File: src/rtl/irq_pkg.sv
// Shared types and constants for the four-source interrupt controller.
package irq_pkg;

  localparam int NSRC = 4;

  localparam logic [2:0] IRQ_PENDING = 3'd0;
  localparam logic [2:0] IRQ_MASK    = 3'd1;
  localparam logic [2:0] IRQ_MODE    = 3'd2;
  localparam logic [2:0] IRQ_FORCE   = 3'd3;
  localparam logic [2:0] IRQ_ACTIVE  = 3'd4;

  typedef enum logic [1:0] {
    ST_IDLE,
    ST_ASSERT,
    ST_GAP
  } irq_state_t;

  typedef logic [NSRC-1:0] irq_vec_t;
  typedef logic [1:0]      irq_idx_t;

  // Lowest set index wins; bit 0 is highest priority.
  function automatic irq_idx_t prio_idx(irq_vec_t r);
    prio_idx = '0;
    for (int i = NSRC - 1; i >= 0; i--) begin
      if (r[i]) prio_idx = irq_idx_t'(i);
    end
  endfunction

  function automatic irq_vec_t onehot(irq_idx_t i);
    onehot = irq_vec_t'(1) << i;
  endfunction

endpackage

File: src/rtl/irq_sync.sv
// Multi-flop synchroniser with a trailing history flop for edge detection.
module irq_sync #(
  parameter int STAGES = 2,
  parameter int W      = 4
) (
  input  logic         clk,
  input  logic         rst,
  input  logic [W-1:0] d,
  output logic [W-1:0] s,
  output logic [W-1:0] p
);

  logic [W-1:0] chain [STAGES];

  always_ff @(posedge clk) begin
    if (rst) begin
      for (int i = 0; i < STAGES; i++) chain[i] <= '0;
      p <= '0;
    end else begin
      chain[0] <= d;
      for (int i = 1; i < STAGES; i++) chain[i] <= chain[i-1];
      p <= chain[STAGES-1];
    end
  end

  assign s = chain[STAGES-1];

endmodule

File: src/rtl/irq_ctrl.sv
// Interrupt controller: sync, edge/level qualify, pending/mask,
// fixed priority and a one-hot INT handshake with a forced gap.
module irq_ctrl
  import irq_pkg::*;
#(
  parameter int SYNC_STAGES = 2
) (
  input  logic        clk,
  input  logic        rst,
  input  logic [3:0]  irq_in,
  input  logic        we,
  input  logic [2:0]  addr,
  input  logic [31:0] wdata,
  output logic [31:0] rdata,
  output logic [3:0]  INT
);

  irq_vec_t   s, p;
  irq_vec_t   pending, mask, mode;
  irq_vec_t   clr, frc, pend_edge, pending_n, req;
  irq_idx_t   win, cur;
  irq_state_t state;
  irq_vec_t   int_q;
  logic       wr_pend, wr_mask, wr_mode, wr_frc;
  logic       unused_wdata;

  irq_sync #(
    .STAGES (SYNC_STAGES),
    .W      (NSRC)
  ) u_sync (
    .clk (clk),
    .rst (rst),
    .d   (irq_in),
    .s   (s),
    .p   (p)
  );

  assign unused_wdata = ^wdata[31:4];

  assign wr_pend = we && (addr == IRQ_PENDING);
  assign wr_mask = we && (addr == IRQ_MASK);
  assign wr_mode = we && (addr == IRQ_MODE);
  assign wr_frc  = we && (addr == IRQ_FORCE);

  assign clr = wr_pend ? wdata[3:0] : '0;
  assign frc = wr_frc  ? wdata[3:0] : '0;

  // Set beats clear; level bits simply track s.
  assign pend_edge = (pending & ~clr) | (s & ~p) | frc;
  assign pending_n = (mode & s) | (~mode & pend_edge);

  assign req = pending & mask;
  assign win = prio_idx(req);

  always_ff @(posedge clk) begin
    if (rst) begin
      pending <= '0;
      mask    <= '0;
      mode    <= '0;
    end else begin
      pending <= pending_n;
      if (wr_mask) mask <= wdata[3:0];
      if (wr_mode) mode <= wdata[3:0];
    end
  end

  always_ff @(posedge clk) begin
    if (rst) begin
      state <= ST_IDLE;
      cur   <= '0;
      int_q <= '0;
    end else begin
      unique case (state)
        ST_IDLE: begin
          if (|req) begin
            cur   <= win;
            int_q <= onehot(win);
            state <= ST_ASSERT;
          end
        end
        ST_ASSERT: begin
          if (!req[cur]) begin
            int_q <= '0;
            state <= ST_GAP;
          end
        end
        ST_GAP: begin
          state <= ST_IDLE;
        end
        default: begin
          int_q <= '0;
          state <= ST_IDLE;
        end
      endcase
    end
  end

  assign INT = int_q;

  always_comb begin
    rdata = '0;
    unique case (1'b1)
      (addr == IRQ_PENDING): rdata[3:0] = pending;
      (addr == IRQ_MASK):    rdata[3:0] = mask;
      (addr == IRQ_MODE):    rdata[3:0] = mode;
      (addr == IRQ_ACTIVE):  rdata[3:0] = int_q;
      default:               rdata = '0;
    endcase
  end

endmodule

File: config.mk
export PLATFORM = sky130hd
export DESIGN_NAME = irq_ctrl
export DESIGN_NICKNAME = d
export VERILOG_FILES = /design/src/rtl/irq_pkg.sv /design/src/rtl/irq_sync.sv /design/src/rtl/irq_ctrl.sv
export SDC_FILE = /design/constraint.sdc
export NUM_CORES = 1
export LEC_CHECK = 0
export BUFFER_PORTS_ARGS = -buffer_cell sky130_fd_sc_hd__clkbuf_2
export CORE_MARGIN = 2
export CORE_UTILIZATION = 41
export DETAILED_ROUTE_END_ITERATION = 16
export GPL_TIMING_DRIVEN = 1
export PLACE_DENSITY = 0.78
export SLEW_MARGIN = 20
export SYNTH_ARGS = -nofsm -noshare
export SYNTH_HDL_FRONTEND = slang
export SYNTH_SLANG_ARGS = --single-unit
File: constraint.sdc
create_clock -name clk -period 1.5 [get_ports clk]
set_input_delay 0.375 -clock clk [delete_from_list [all_inputs] [get_ports clk]]
set_output_delay 0.375 -clock clk [all_outputs]
set_load 0.005 [all_outputs]
==> impl_metrics.tcl <==
set metrics [dict create \
    irDropWorstVdd_v 0.0006434 \
    clockBufferDepth 2 \
    routed_wl_mm 3.754 \
    path_class "reg2out" \
    die_w_um 67.28 \
    critical_path_peak_fanout 4 \
    fin_skew_ns 0.005776 \
    stdcell_count 292 \
    gp_congestion 0.9140 \
    hold_viol 0 \
    synth_cell_types 35 \
    vias 1436 \
    place_inst 273 \
    yosysSeqAreaShare_pct 39.02 \
    cts_tree "built" \
    powerDensity_mw_per_mm2 820.3 \
    htree_levels 2 \
    clk_pin_slew_ns 0.07 \
    start_kind "register" \
    final_util_pct 58.42 \
    syn_to_final_growth_pct 33.23 \
    route.detailed.drc 0 \
    start_util_pct 43.85 \
    grt_first_pass_wirelength_mm 5.858 \
    cts_inserted_buffers 5 \
    multiInputGateArea_sq_um 937.1 \
    grt_pass1_vias 1280 \
    vias_per_cell 4.918 \
    die_area_sq_mm 0.004526 \
    drt_iter0_drc 80 \
    ys_warn_count 0 \
    antenna_found_initial 0 \
    fin_ws_ns -0.1962 \
    cts_hold_buffers 0 \
    rows 22 \
    leakage_nw 0.9559 \
    drive_gt1_share_pct 38.52 \
    core_area_sq_mm 0.003744 \
    required_ns 1.12 \
    fin_nets 285 \
    regArea_sq_um 653.1 \
    syn_avg_cell_area_sq_um 8.732 \
    first_pass_iters 4 \
    hp-class "in2reg" \
    final_area_sq_mm 0.002187 \
    power_w 0.001794 \
    violations "setup timing" \
    groute.usage.overall_pct 17.75 \
    fillerInstances 353 \
    boundaryPins 78 \
    synth_seq_cells 32 \
    slew_viol_final 0 \
    dpl_cell_area_sq_mm 0.001874 \
    fmax_mhz 589.6 \
    status "finished with violations" \
    holdWs_ns 0.2833 \
    grt_start_max_net_pins 33 \
    max_cap_viol_count 0 \
    setup_viol 10 \
    grt_remaining_overflow 0 \
    insertedDiodeCount 0 \
    io_buffers 21 \
    clk_latency_ns 0.29 \
    crit_arrival_ns 1.32 \
    fp.dieH_um 67.28 \
    finalCriticalPeriod_ns 1.696 \
    wl_per_cell_um 12.86 \
    syn_inst 188 \
    netlist_area_sq_mm 0.001642 \
    rsz0062_at_grt "yes" \
    cts_sinks 32 \
    antenna_left 0 \
    post-route-period-util_pct 113.1 \
    root_buffer "clkbuf_8" \
    dp_hpwl_mm 2.511 \
    crit_path_end_kind "output pin" \
]
-- cell usage after synthesis (all sizes together) --
master,count,area [sq um]
dfxtp,32,640.6
buf,28,210.2
a21oi,17,85.08
nor2,16,60.06
nor2b,15,93.84
mux2i,12,120.1
nand2,10,40.04
clkbuf,8,30.03
inv,8,30.03
o21ai,8,40.04
nand4bb,4,45.04
o32ai,4,35.03
or3,4,25.02
nor3,2,10.01
a2111oi,1,8.760
a211oi,1,7.510
a21o,1,7.510
a22o,1,10.01
a22oi,1,7.510
a2bb2oi,1,8.760
a31oi,1,6.260
a32o,1,10.01
and2,1,7.510
and3,1,7.510
and3b,1,8.760
conb,1,3.750
mux2,1,15.01
mux4,1,22.52
nand2b,1,6.260
nand3,1,5.000
nand4,1,6.260
nor3b,1,7.510
nor4bb,1,10.01
o22a,1,10.01
-- cell type report --
class | instances | share of cell area (%)
inverters | 8 | 1.373
multi-input cells | 139 | 42.85
flip-flops and latches | 32 | 29.86
repair buffers | 57 | 18.99
well taps | 48 | 2.746
clock buffers | 5 | 3.146
clock inverters | 3 | 1.030
-- metal layers --
metal,vias up,wire length [um],GRT usage [%]
met4,0,61,6.888
li1,704,-,-
met3,7,191,5.500
met2,43,1839,29.08
met5,-,0,0
met1,682,1661,21.75
-- sequential cells by signal, summed over array words and instances, names as in the netlist --
register      cells
mode              4
u_sync.p          4
mask              4
INT               4
u_sync.chain      8
pending           4
cur               2
state             2
-- cell usage in the layout, fill, tap and decap left out, types with 2 or more instances in the layout --
cell type	n
conb_1	28
buf_4	26
dfxtp_1	24
clkbuf_2	18
a21oi_1	16
nor2_1	15
nor2b_1	14
mux2i_1	11
buf_6	10
inv_1	8
nand2_1	7
dfxtp_2	7
o21ai_0	5
clkbuf_8	5
o32ai_2	4
nand4bb_1	4
or3_1	4
o21ai_1	3
nand2_4	3
nor3_1	2
buf_2	2
-- where the power goes --
group          switching [W]  internal [W]
registers          0.0000160      0.000875
logic               0.000112      0.000105
clock network       0.000357      0.000329
-- metrics by stage --
step	setup WS [ns]	setup TNS [ns]
after floorplan	-0.03967	-0.03967
after global placement	-0.1922	-1.703
after detailed placement	-0.2386	-2.195
after CTS	-0.1821	-0.9295
after global routing	-0.2887	-1.631
final	-0.1962	-1.017
-- critical path, cell delays in order (launching register included) --
cell and delay (ns):
dfxtp_2 0.33, buf_6 0.12, mux2i_1 0.12, nor2_1 0.06, a21oi_1 0.14, o21ai_1 0.11
buf_2 0.14
-- repair_timing --
action / 4_1_cts / 5_1_grt
endpoints found under the setup margin: 6 / 9
buffers inserted: 6 / 6
hold endpoints to repair: 0 / 0
resized for setup: 20 / 15
pin swaps: 3 / 7
-- worst paths after layout --
check / from / end / slack (ns) / depth (start not counted)
setup reg to reg: pending[1]$_SDFF_PP0_ / INT[0]$_SDFFE_PP0P_ / -0.19 / 5
hold reg to reg: u_sync.chain[0][0]$_SDFF_PP0_ / u_sync.chain[0][4]$_SDFF_PP0_ / 0.44 / 1
setup / recovery: pending[3]$_SDFF_PP0_ / rdata[3] / -0.20 / 6
hold / removal: irq_in[3] / u_sync.chain[0][3]$_SDFF_PP0_ / 0.28 / 2
-- kinds of logic after synthesis --
logic type / count (synthesis) / synth area share [%]
flops: 32 / 39.02
simple gates: 59 / 20.28
other cells: 1 / 0.2284
mux: 14 / 9.604
compound gates: 38 / 14.41
buf+inv: 44 / 16.46
No activity file was read; power rests on OpenSTA's default activity.
